`config.mk`:
```
export PLATFORM = sky130hd
export DESIGN_NAME = mem_access_unit
export DESIGN_NICKNAME = d
export VERILOG_FILES = /design/src/rtl/mem_access_unit.sv
export SDC_FILE = /design/constraint.sdc
export NUM_CORES = 1
export LEC_CHECK = 0
export CORE_UTILIZATION = 45
export DETAILED_ROUTE_END_ITERATION = 16
export DONT_BUFFER_PORTS = 1
export PLACE_DENSITY = 0.6
export SLEW_MARGIN = 15
export SYNTH_ARGS = -nofsm -noshare
export SYNTH_HDL_FRONTEND = slang
export SYNTH_SLANG_ARGS = --single-unit
```
`constraint.sdc`:
```
create_clock -name clk_i -period 5.5 [get_ports clk_i]
set_input_delay 1.1 -clock clk_i [delete_from_list [all_inputs] [get_ports clk_i]]
set_output_delay 1.1 -clock clk_i [all_outputs]
set_load 0.03 [all_outputs]
```
`src/rtl/mem_access_unit.sv`:
```
// Memory stage: one RV64/RV32 load or store per handshake, sized byte-enabled data-memory access.
// Latency: 2 cycles accept->resp_valid with immediate ack; 1 cycle for a rejected request; timeout after TIMEOUT cycles of dmem_req.
// Backpressure: req_ready_o is high only when idle; the response is a one-cycle pulse with no backpressure.
//
// Ports: req_* is the request from execute/writeback, resp_* is the response pulse,
// dmem_* is the req/ack data-memory port (dmem_req_o held until dmem_ack_i or timeout).
// Build option: define MEM_ACCESS_MISALIGN_CHECK_EN to reject misaligned accesses with code 1;
// without it the address is rounded down to the access size and the access proceeds.
module mem_access_unit #(
    parameter int XLEN    = 64,
    parameter int ADDR_W  = 64,
    parameter int TIMEOUT = 16
) (
    input  logic                clk_i,
    input  logic                rst_n_i,
    input  logic                req_valid_i,
    output logic                req_ready_o,
    input  logic                req_read_i,
    input  logic                req_write_i,
    input  logic [2:0]          req_funct3_i,
    input  logic [ADDR_W-1:0]   req_addr_i,
    input  logic [XLEN-1:0]     req_wdata_i,
    output logic                resp_valid_o,
    output logic [XLEN-1:0]     resp_rdata_o,
    output logic [2:0]          resp_err_code_o,
    output logic                dmem_req_o,
    output logic                dmem_we_o,
    output logic [ADDR_W-1:0]   dmem_addr_o,
    output logic [XLEN/8-1:0]   dmem_be_o,
    output logic [XLEN-1:0]     dmem_wdata_o,
    input  logic                dmem_ack_i,
    input  logic [XLEN-1:0]     dmem_rdata_i,
    input  logic                dmem_err_i
);
    localparam int NB  = XLEN / 8;
    localparam int OFF = $clog2(NB);
    localparam int CW  = $clog2(TIMEOUT + 1);

    localparam logic [2:0] ERR_OK      = 3'd0;
    localparam logic [2:0] ERR_MISALIGN = 3'd1;
    localparam logic [2:0] ERR_ILLEGAL = 3'd2;
    localparam logic [2:0] ERR_BUS     = 3'd3;
    localparam logic [2:0] ERR_TIMEOUT = 3'd4;

    typedef enum logic [1:0] {IDLE, ACCESS, RESP} state_t;

    state_t              state_q, state_d;
    logic                ready_q, ready_d;
    logic                dreq_q, dreq_d;
    logic                we_q, we_d;
    logic [ADDR_W-1:0]   addr_q, addr_d;
    logic [NB-1:0]       be_q, be_d;
    logic [XLEN-1:0]     wdata_q, wdata_d;
    logic [2:0]          f3_q, f3_d;
    logic [OFF-1:0]      lane_q, lane_d;
    logic [CW-1:0]       cnt_q, cnt_d;
    logic                rv_q, rv_d;
    logic [XLEN-1:0]     rdata_q, rdata_d;
    logic [2:0]          code_q, code_d;

    // Request decode, evaluated against the live request inputs while idle.
    logic [1:0]          size_log;
    logic [ADDR_W-1:0]   size_mask;
    logic [ADDR_W-1:0]   eff_addr;
    logic [OFF-1:0]      lane;
    logic [15:0]         be_wide;
    logic                illegal;

    assign size_log  = req_funct3_i[1:0];
    assign size_mask = (ADDR_W'(1) << size_log) - ADDR_W'(1);
    // Wider-than-bus sizes are illegal; RV32 has no LWU either.
    assign illegal   = (req_read_i == req_write_i) || (req_funct3_i == 3'b111) ||
                       (req_write_i && req_funct3_i[2]) || (int'(size_log) > OFF) ||
                       ((XLEN == 32) && (req_funct3_i == 3'b110));
`ifdef MEM_ACCESS_MISALIGN_CHECK_EN
    logic misaligned;
    assign misaligned = |(req_addr_i & size_mask);
    assign eff_addr   = req_addr_i;
`else
    assign eff_addr   = req_addr_i & ~size_mask;
`endif
    assign lane    = eff_addr[OFF-1:0];
    assign be_wide = ((16'd1 << (5'd1 << size_log)) - 16'd1) << lane;

    // Load data: pull the addressed lane down to bit 0, then extend per funct3.
    logic [XLEN-1:0] rd_shift, ld_data;
    assign rd_shift = dmem_rdata_i >> {lane_q, 3'b000};

    always_comb begin
        ld_data = rd_shift;
        case (f3_q[1:0])
            2'd0: if (f3_q[2]) ld_data = XLEN'(rd_shift[7:0]);
                  else         ld_data = XLEN'($signed(rd_shift[7:0]));
            2'd1: if (f3_q[2]) ld_data = XLEN'(rd_shift[15:0]);
                  else         ld_data = XLEN'($signed(rd_shift[15:0]));
            2'd2: if (f3_q[2]) ld_data = XLEN'(rd_shift[31:0]);
                  else         ld_data = XLEN'($signed(rd_shift[31:0]));
            default: ld_data = rd_shift;
        endcase
    end

    always_comb begin
        state_d = state_q;
        ready_d = ready_q;
        dreq_d  = dreq_q;
        we_d    = we_q;
        addr_d  = addr_q;
        be_d    = be_q;
        wdata_d = wdata_q;
        f3_d    = f3_q;
        lane_d  = lane_q;
        cnt_d   = cnt_q;
        rv_d    = 1'b0;
        rdata_d = '0;
        code_d  = ERR_OK;
        case (state_q)
            IDLE: begin
                if (req_valid_i) begin
                    ready_d = 1'b0;
                    if (illegal) begin
                        state_d = RESP;
                        rv_d    = 1'b1;
                        code_d  = ERR_ILLEGAL;
`ifdef MEM_ACCESS_MISALIGN_CHECK_EN
                    end else if (misaligned) begin
                        state_d = RESP;
                        rv_d    = 1'b1;
                        code_d  = ERR_MISALIGN;
`endif
                    end else begin
                        state_d = ACCESS;
                        dreq_d  = 1'b1;
                        we_d    = req_write_i;
                        addr_d  = eff_addr & ~ADDR_W'(NB - 1);
                        be_d    = be_wide[NB-1:0];
                        wdata_d = req_wdata_i << {lane, 3'b000};
                        f3_d    = req_funct3_i;
                        lane_d  = lane;
                        cnt_d   = '0;
                    end
                end
            end
            ACCESS: begin
                if (dmem_ack_i) begin
                    state_d = RESP;
                    dreq_d  = 1'b0;
                    rv_d    = 1'b1;
                    if (dmem_err_i) code_d = ERR_BUS;
                    else if (!we_q) rdata_d = ld_data;
                end else if (cnt_q == CW'(TIMEOUT - 1)) begin
                    // Last cycle of the wait window: dmem_req has been up TIMEOUT cycles.
                    state_d = RESP;
                    dreq_d  = 1'b0;
                    rv_d    = 1'b1;
                    code_d  = ERR_TIMEOUT;
                end else begin
                    cnt_d = cnt_q + CW'(1);
                end
            end
            default: begin
                state_d = IDLE;
                ready_d = 1'b1;
            end
        endcase
    end

    always_ff @(posedge clk_i) begin
        if (!rst_n_i) begin
            state_q <= IDLE;
            ready_q <= 1'b1;
            dreq_q  <= 1'b0;
            we_q    <= 1'b0;
            addr_q  <= '0;
            be_q    <= '0;
            wdata_q <= '0;
            f3_q    <= '0;
            lane_q  <= '0;
            cnt_q   <= '0;
            rv_q    <= 1'b0;
            rdata_q <= '0;
            code_q  <= ERR_OK;
        end else begin
            state_q <= state_d;
            ready_q <= ready_d;
            dreq_q  <= dreq_d;
            we_q    <= we_d;
            addr_q  <= addr_d;
            be_q    <= be_d;
            wdata_q <= wdata_d;
            f3_q    <= f3_d;
            lane_q  <= lane_d;
            cnt_q   <= cnt_d;
            rv_q    <= rv_d;
            rdata_q <= rdata_d;
            code_q  <= code_d;
        end
    end

    assign req_ready_o     = ready_q;
    assign dmem_req_o      = dreq_q;
    assign dmem_we_o       = we_q;
    assign dmem_addr_o     = addr_q;
    assign dmem_be_o       = be_q;
    assign dmem_wdata_o    = wdata_q;
    assign resp_valid_o    = rv_q;
    assign resp_rdata_o    = rdata_q;
    assign resp_err_code_o = code_q;
endmodule

```
==> flow_summary.ini, run 1 <==
[run]
maxCapViolations = 0

[synthesis]
yosysSeqAreaShare_pct = 39.7
netlist_instances = 1185
synth_edf_count = 0
ys_ff_latch = 217
yosysTopAreaCell = dfxtp_1
yosysWarningCount = 0
syn_area_sq_um = 10900
synth-main-ff-cell = dfxtp_1
synth_area_leaders = dfxtp_1 (40%), nand2_1 (7.6%), mux4_2 (7.4%), mux2i_1 (5.0%), a21boi_0 (4.9%)
synth_top_area_share_pct = 39.7
synthArstFlopShare_pct = 0
yosysUniqueCellTypes = 63
avgSynthCellArea_sq_um = 9.24

[global_routing]
antenna_found_initial = 0
grt_pass1_vias = 8613
overflow = 0
grt_pass1_wl_mm = 51.0
grt_start_max_net_pins = 99
track_usage_pct = 26.7

[timing]
rsz0062_at_grt = no
finalHoldViolCount = 0
tightest_slew_ps = 1080
setup_viol = 0
relSlewSlack_pct = 27.6
finalCritPeriodShare_pct = 56.3
fin_tns_setup_ps = 0
timing.final.crit_period_ps = 3100
max_freq_mhz = 323
finalClockSkew_ps = 8.94
final-max-slew-violation-count = 0

[floorplanning]
initial_core_util_pct = 46.2
pin_count = 409
die_w_microns = 158
fp.dieH_microns = 158
rows = 56
dieArea_sq_um = 25000
core_sq_um = 23700

[routing]
avgViaCountPerCell = 6.08
drt-initial-drc-count = 668
drc = 0
first_pass_iters = 5
ant_nets = 0
dr_total_vias = 8810
routedWlPerCell_microns = 24.1
wl_mm = 34.8

[setup_path]
reg2reg_to = resp_rdata_o[63]
critical_path.slowest_cell = nor2_1
start_kind = primary input
cp_slowest_stage_delay_ps = 1000
r2r_slack_ps = 2510
cp-endpoint = dmem_wdata_o[13]
crit_chain = xnor2_1 -> nor3_1 -> nand3_1 -> nor2_1 -> a32o_1
crit_arrival_ps = 3550
startpoint = req_read_i
required_ps = 5950
critical_path_class = primary input to flop
end_kind = flop
rr_startpoint = lane_q[2]
rr_worst_depth = 6
cp_max_fo = 16

[pwr]
ir_drop_mv = 0.243
cellPowerDensity_nw_per_um2 = 338
leakagePower_nw = 4.14

[hold_path]
hp-class = flop to flop

[cells_and_area]
design_area_sq_um = 11900
area.sequential_sq_um = 4350
final_common_cell = nand2_1
diodes = 0
syn_to_final_growth_pct = 8.54
drive_above_1_share_pct = 15.9
nFillCells = 2259
fin_nets = 1316
final_cell_mix = nand2_1 (220), dfxtp_1 (215), a21boi_0 (72), a21oi_1 (61), mux2i_1 (55)
multi_input_area_sq_um = 6080

[clock_tree]
clk_latency_ps = 520
cts_resized = 0
root_buffer = clkbuf_16
htreeDepth = 1
cts_setup_buffers = 0
tritoncts = built
cts_max_path_buffers = 3
ctsHoldBuffers = 0
cts.sinks = 217
cts.clk_slew.worst_paths_ps = 60
cts_made_buffers = 26

[place]
hpwl_mm = 25.3
globalplace.congestion = 0.912
io_buffers = 0
placed_area_sq_um = 10900

[outcome]
status = completed
==> metal layers <==
layer  share of wire, %  track usage (%)  up-vias
li1                   -                -     4113
met1                 37             29.5     4206
met2                 49             45.8      413
met3                9.8             9.01       78
met4                4.7             13.1        0
met5                  0                0        -
==> power by group <==
group / internal (mW) / switching (mW) / total, mW
Clock: 1.19 / 0.671 / 1.87
Sequential: 1.62 / 0.139 / 1.76
Combinational: 0.170 / 0.216 / 0.386
Total: 2.99 / 1.03 / 4.01
==> synth_stat cells, types with 4 or more instances <==
cell / number
nand2_1: 221
dfxtp_1: 217
clkbuf_1: 77
a21boi_0: 72
a21oi_1: 61
mux2i_1: 55
mux2_2: 41
mux4_2: 36
o21ai_0: 35
a21oi_2: 30
nor2_1: 30
nor2b_1: 26
buf_2: 22
nand2b_1: 18
nand3_1: 17
a221o_1: 16
a22o_1: 16
nand3b_1: 16
o2bb2ai_1: 16
a31oi_1: 15
or3_1: 13
a32o_1: 9
o31ai_1: 9
a22oi_1: 8
o211a_1: 8
a2bb2oi_1: 7
buf_1: 7
nor4bb_1: 7
o211ai_1: 7
o22a_1: 7
inv_1: 6
o22ai_1: 6
and2_1: 5
buf_4: 4
buf_6: 4
nor3_1: 4
or2_2: 4
==> final cells by class <==
type	count	share of cell area, %
Clock buffer	35	6.36
Clock inverter	11	1.58
Inverter	8	0.253
Multi-Input combinational cell	847	51.2
Sequential cell	217	36.6
Tap cell	319	3.36
Timing Repair Buffer	11	0.695
==> cells by family (layout without fill, tap and decap cells) <==
family,after synthesis,after routing,share of synthesized area [%]
adders and majority gates,3,3,0.343
buffers and inverters,123,65,4.98
and+or+nand+nor,372,372,15.9
other,1,3,0.0343
xor gates and xnor gates,1,1,0.0800
AOI/OAI and AO/OA,336,336,22.3
muxes,132,132,16.7
DFF,217,217,39.7
==> worst max-delay path, delay by kind of cell <==
kind             cells  cell delay, ps
AND/OR/NAND/NOR      3            2020
XOR/XNOR             1             140
AO/OA/AOI/OAI        1             280
==> registers in the layout, summed over array words and instances, names as in the netlist <==
name	cells
f3_q	3
dmem_addr_o	61
req_ready_o	1
dmem_wdata_o	64
dmem_be_o	8
resp_rdata_o	64
resp_valid_o	1
state_q	2
dmem_we_o	1
resp_err_code_o	3
lane_q	3
dmem_req_o	1
cnt_q	5
==> metrics by stage <==
| stage | cells | utilization, % | hold slack, ps | power (mW) | worst slack (ps) |
|---|---|---|---|---|---|
| 2_1_floorplan | 1187 | - | 453 | 2.12 | 2660 |
| 3_3_place_gp | 1402 | 46.2 | 471 | 2.18 | 1940 |
| 3_5_place_dp | 1402 | 46.2 | 484 | 2.18 | 1910 |
| 4_1_cts | 1448 | 50.2 | 494 | 4.06 | 2410 |
| 5_1_grt | 1448 | 50.2 | 527 | 4.15 | 2240 |
| 6_report | 1448 | 50.2 | 492 | 4.01 | 2400 |
==> how the worst min path moves through the flow <==
stage                        start       end  slack, ps  cells past startpoint
after global placement    cnt_q[3]  cnt_q[3]        470                      2
after floorplan           cnt_q[3]  cnt_q[3]        450                      2
after global routing      cnt_q[3]  cnt_q[3]        530                      2
final                     cnt_q[3]  cnt_q[3]        490                      2
after detailed placement  cnt_q[3]  cnt_q[3]        480                      2
after CTS                 cnt_q[3]  cnt_q[3]        490                      2
Note: power is estimated with default switching activity, not from simulation.
==> run 2: changes to the inputs <==
PLACE_DENSITY = 0.62   (was 0.6)
clock period = 2.85 ns   (was 5.5 ns; I/O delays follow)
==> run 2 against run 1 <==
Against the previous run:
- via count increased by 1.4%
- utilization up 0.46 points
- worst hold slack worse by 380 ps
- setup slack lost 2200 ps
- die area is the same
- clock skew grew 12 ps
- clock power rose by 72%
- first-iteration DRC count shrank 2.5%
- largest power group is now registers
==> flow_summary.ini, run 2 (synthesis results as in run 1) <==
[place]
hpwl_mm = 26.1
io_buffers = 0
globalplace.congestion = 0.909
placed_area_sq_um = 11200

[clock_tree]
clk_latency_ps = 530
htreeDepth = 1
cts.sinks = 217
tritoncts = built
cts_made_buffers = 24
cts_resized = 0
cts_setup_buffers = 0
ctsHoldBuffers = 0
cts.clk_slew.worst_paths_ps = 60
cts_max_path_buffers = 3
root_buffer = clkbuf_16

[routing]
dr_total_vias = 8933
avgViaCountPerCell = 6.09
drc = 0
first_pass_iters = 5
wl_mm = 35.1
drt-initial-drc-count = 651
ant_nets = 0
routedWlPerCell_microns = 24.0

[timing]
max_freq_mhz = 384
rsz0062_at_grt = no
timing.final.crit_period_ps = 2600
tightest_slew_ps = 1010
relSlewSlack_pct = 32.3
fin_tns_setup_ps = 0
finalClockSkew_ps = 20.6
finalHoldViolCount = 0
setup_viol = 0
finalCritPeriodShare_pct = 91.3
final-max-slew-violation-count = 0

[setup_path]
rr_startpoint = lane_q[1]
startpoint = lane_q[1]
cp_slowest_stage_delay_ps = 720
start_kind = flop
cp_max_fo = 25
critical_path.slowest_cell = nor2b_4
required_ps = 3230
critical_path_class = flop to flop
r2r_slack_ps = 250
rr_worst_depth = 6
path_delay_family = simple AND/OR/NAND/NOR gates
critical_path_buf_inv_count = 1
crit_chain = mux2i_1 -> mux4_2 -> o22a_2 -> nor2b_4 -> buf_4 -> a21oi_1
crit_arrival_ps = 2980
end_kind = flop
reg2reg_to = resp_rdata_o[63]

[pwr]
leakagePower_nw = 4.21
ir_drop_mv = 0.377
cellPowerDensity_nw_per_um2 = 615

[global_routing]
grtUsageMet3_pct = 10.6
grt_pass1_wl_mm = 52.2
busiest_layer = met2
met1_usage_pct = 31.1
met2_usage_pct = 45.7
grt_pass1_vias = 8595
track_usage_pct = 27.4
antenna_found_initial = 1
grt_start_max_net_pins = 99
overflow = 0

[cells_and_area]
design_area_sq_um = 12000
final_cell_mix = nand2_1 (220), dfxtp_1 (215), a21boi_0 (72), a21oi_1 (61), mux2i_1 (55)
nFillCells = 2293
fin_nets = 1335
syn_to_final_growth_pct = 9.54
fin_util_pct = 50.6
drive_above_1_share_pct = 17.0
final_common_cell = nand2_1

[hold_path]
hold_depth = 1
min-delay-start = dmem_ack_i
hp-class = primary input to flop
holdPathEnd = resp_err_code_o[2]

[floorplanning]
initial_core_util_pct = 46.2
core_sq_um = 23700
pin_count = 409
die_w_microns = 158
rows = 56
fp.dieH_microns = 158
dieArea_sq_um = 25000

[outcome]
status = completed

[run]
maxCapViolations = 0
[run 2: cell types whose count changed in the layout (fill, tap and decap cells not counted), sizes merged]
cell / before / now
buf: 11 / 32
bufinv: 5 / 3
clkbuf: 35 / 33
clkinv: 5 / 7
inv: 9 / 7
clkinvlp: 0 / 1
diode: 0 / 1
[run 2: cell type report]
class                   instances  area (sq um)  area share, %
inverters                       8          30.0          0.250
multi-input cells             847          6080           50.7
repair buffers                 32           303           2.53
well taps                     319           399           3.33
clock buffers                  33           674           5.62
diodes                          1          2.50         0.0209
flip-flops and latches        217          4350           36.2
clock inverters                10           156           1.30
[run 2: how the worst max path moves through the flow]
stage                       end  slack, ps  cells past startpoint
6_report       resp_rdata_o[63]        250                      6
5_1_grt        resp_rdata_o[63]         90                      6
4_1_cts        resp_rdata_o[63]        270                      7
3_5_place_dp   resp_rdata_o[63]        280                      6
3_3_place_gp   resp_rdata_o[63]        300                      7
2_1_floorplan  dmem_wdata_o[36]        540                      7
[run 2: power by group]
group	internal, mW	switching (mW)	total, mW
Clock	1.94	1.27	3.21
Combinational	0.349	0.418	0.767
Sequential	3.13	0.267	3.40
Total	5.42	1.96	7.38
[run 2: per-layer routing]
layer / share of wire, % / wire length, microns / up-vias
li1: - / - / 4150
met1: 37 / 13000 / 4305
met2: 48 / 16900 / 400
met3: 11 / 3880 / 78
met4: 4.0 / 1420 / 0
met5: 0 / 0 / -
[run 2: worst reg2reg max path: stages, from the launching register on]
cell	delay, ps
dfxtp_2	490
mux2i_1	350
mux4_2	320
o22a_2	160
nor2b_4	720
buf_4	330
a21oi_1	80
[run 2: through the flow]
| stage | std cells | setup slack, ps | total power [mW] | hold slack [ps] |
|---|---|---|---|---|
| 2_1_floorplan | 1187 | 541 | 4.09 | 453 |
| 3_3_place_gp | 1423 | 303 | 4.22 | 471 |
| 3_5_place_dp | 1423 | 282 | 4.23 | 477 |
| 4_1_cts | 1466 | 266 | 7.45 | 95.4 |
| 5_1_grt | 1467 | 92.6 | 7.66 | 96.0 |
| 6_report | 1467 | 249 | 7.38 | 109 |
==> run 3: changes to the inputs <==
RECOVER_POWER = 100   (was default)
==> run 3 against run 2 <==
Against the previous run:
- first-iteration DRC count rose by 9.5%
- utilization down 0.58 points
- non-clock buffer count is the same
- worst hold slack improved by 1.5 ps
- power is 0.17% lower
- via count rose by 0.27%
- clock skew rose by 0.84 ps
- clock-buffer cell count unchanged
==> flow_summary.ini, run 3 (synthesis results as in run 1) <==
[timing]
fin_tns_setup_ps = 0
setup_viol = 0
max_freq_mhz = 385
finalHoldViolCount = 0
rsz0062_at_grt = no
finalCritPeriodShare_pct = 91.1
finalClockSkew_ps = 21.4
timing.final.crit_period_ps = 2600
final-max-slew-violation-count = 0
relSlewSlack_pct = 16.1
tightest_slew_ps = 1260

[global_routing]
grt_pass1_vias = 8595
grt_start_max_net_pins = 99
antenna_found_initial = 1
track_usage_pct = 27.4
grt_pass1_wl_mm = 52.2
overflow = 0

[clock_tree]
cts_max_path_buffers = 3
cts.clk_slew.worst_paths_ps = 60
cts_setup_buffers = 0
cts_resized = 0
cts.sinks = 217
tritoncts = built
cts_made_buffers = 24
htreeDepth = 1
clk_latency_ps = 530
ctsHoldBuffers = 0
root_buffer = clkbuf_16

[setup_path]
reg2reg_to = resp_rdata_o[59]
end_kind = flop
rr_startpoint = lane_q[1]
crit_arrival_ps = 2960
rr_worst_depth = 7
start_kind = flop
cp_max_fo = 35
critical_path_class = flop to flop
required_ps = 3220
r2r_slack_ps = 250

[floorplanning]
rows = 56
pin_count = 409
initial_core_util_pct = 46.2
die_w_microns = 158
fp.dieH_microns = 158
core_sq_um = 23700
dieArea_sq_um = 25000

[routing]
drt-initial-drc-count = 713
routedWlPerCell_microns = 24.0
dr_total_vias = 8957
avgViaCountPerCell = 6.11
first_pass_iters = 5
wl_mm = 35.2
drc = 0
ant_nets = 0

[cells_and_area]
final_cell_mix = nand2_1 (220), dfxtp_1 (215), a21oi_1 (81), a21boi_0 (72), mux2i_1 (55)
syn_to_final_growth_pct = 8.30
fin_nets = 1335
final_common_cell = nand2_1
drive_above_1_share_pct = 14.5
design_area_sq_um = 11900

[pwr]
leakagePower_nw = 4.17
ir_drop_mv = 0.379
cellPowerDensity_nw_per_um2 = 621

[place]
globalplace.congestion = 0.909
io_buffers = 0
hpwl_mm = 26.1
placed_area_sq_um = 11200

[outcome]
status = completed

[hold_path]
hp-class = primary input to flop
min-delay-start = dmem_ack_i
hold_depth = 1
holdPathEnd = resp_err_code_o[2]

[run]
maxCapViolations = 0
run 3: cell types whose count changed in the layout (fill, tap and decap cells not counted), sizes merged:
cell and delta:
buf -11, clkbuf +11
run 3: final cells by class:
cell class                 instances  area, sq um
clock inverter                    10          156
timing repair buffer              32          244
sequential                       217         4350
inverter                           8         30.0
antenna                            1         2.50
clock buffer                      33          674
fill                            2319        11800
tap                              319          399
multi-input combinational        847         6000
run 3: worst max path at each step:
| stage | slack [ps] | endpoint | startpoint |
|---|---|---|---|
| 3_3_place_gp | 300 | resp_rdata_o[63] | lane_q[1] |
| 5_1_grt | 60 | dmem_wdata_o[45] | state_q[0] |
| 3_5_place_dp | 280 | resp_rdata_o[63] | lane_q[1] |
| 6_report | 250 | resp_rdata_o[59] | lane_q[1] |
| 4_1_cts | 270 | resp_rdata_o[63] | lane_q[1] |
| 2_1_floorplan | 540 | dmem_wdata_o[36] | req_funct3_i[1] |
run 3: metal layers:
metal	vias to the layer above	track usage [%]	wire [microns]	part of all wire (%)
met5	-	0	0	0
met3	78	10.6	3990	11
met1	4314	31.1	13000	37
met4	0	11.7	1410	4.0
li1	4151	-	-	-
met2	414	45.7	16900	48
run 3: critical path, cell delays in order, from the launching register on:
cell and delay [ps]:
dfxtp_2 490, buf_4 440, or2_1 180, or3_1 140, a211oi_2 90, nor2b_4 580, clkbuf_1 390, a21oi_1 120
run 3: per-stage QoR:
stage | total power, mW | std cells | setup WS, ps | hold WS, ps | utilization, %
global route | 7.64 | 1467 | 63.4 | 96.0 | 50.1
global placement | 4.22 | 1423 | 303 | 471 | 47.1
detailed placement | 4.23 | 1423 | 282 | 477 | 47.1
finish | 7.37 | 1467 | 255 | 110 | 50.1
CTS | 7.45 | 1466 | 266 | 95.4 | 50.6
floorplan | 4.09 | 1187 | 541 | 453 | -
run 3: where the power goes:
group          total [mW]  switching (mW)  internal (mW)
clock network        3.21            1.27           1.94
registers            3.40           0.267           3.13
logic               0.754           0.411          0.342
total                7.37            1.95           5.41
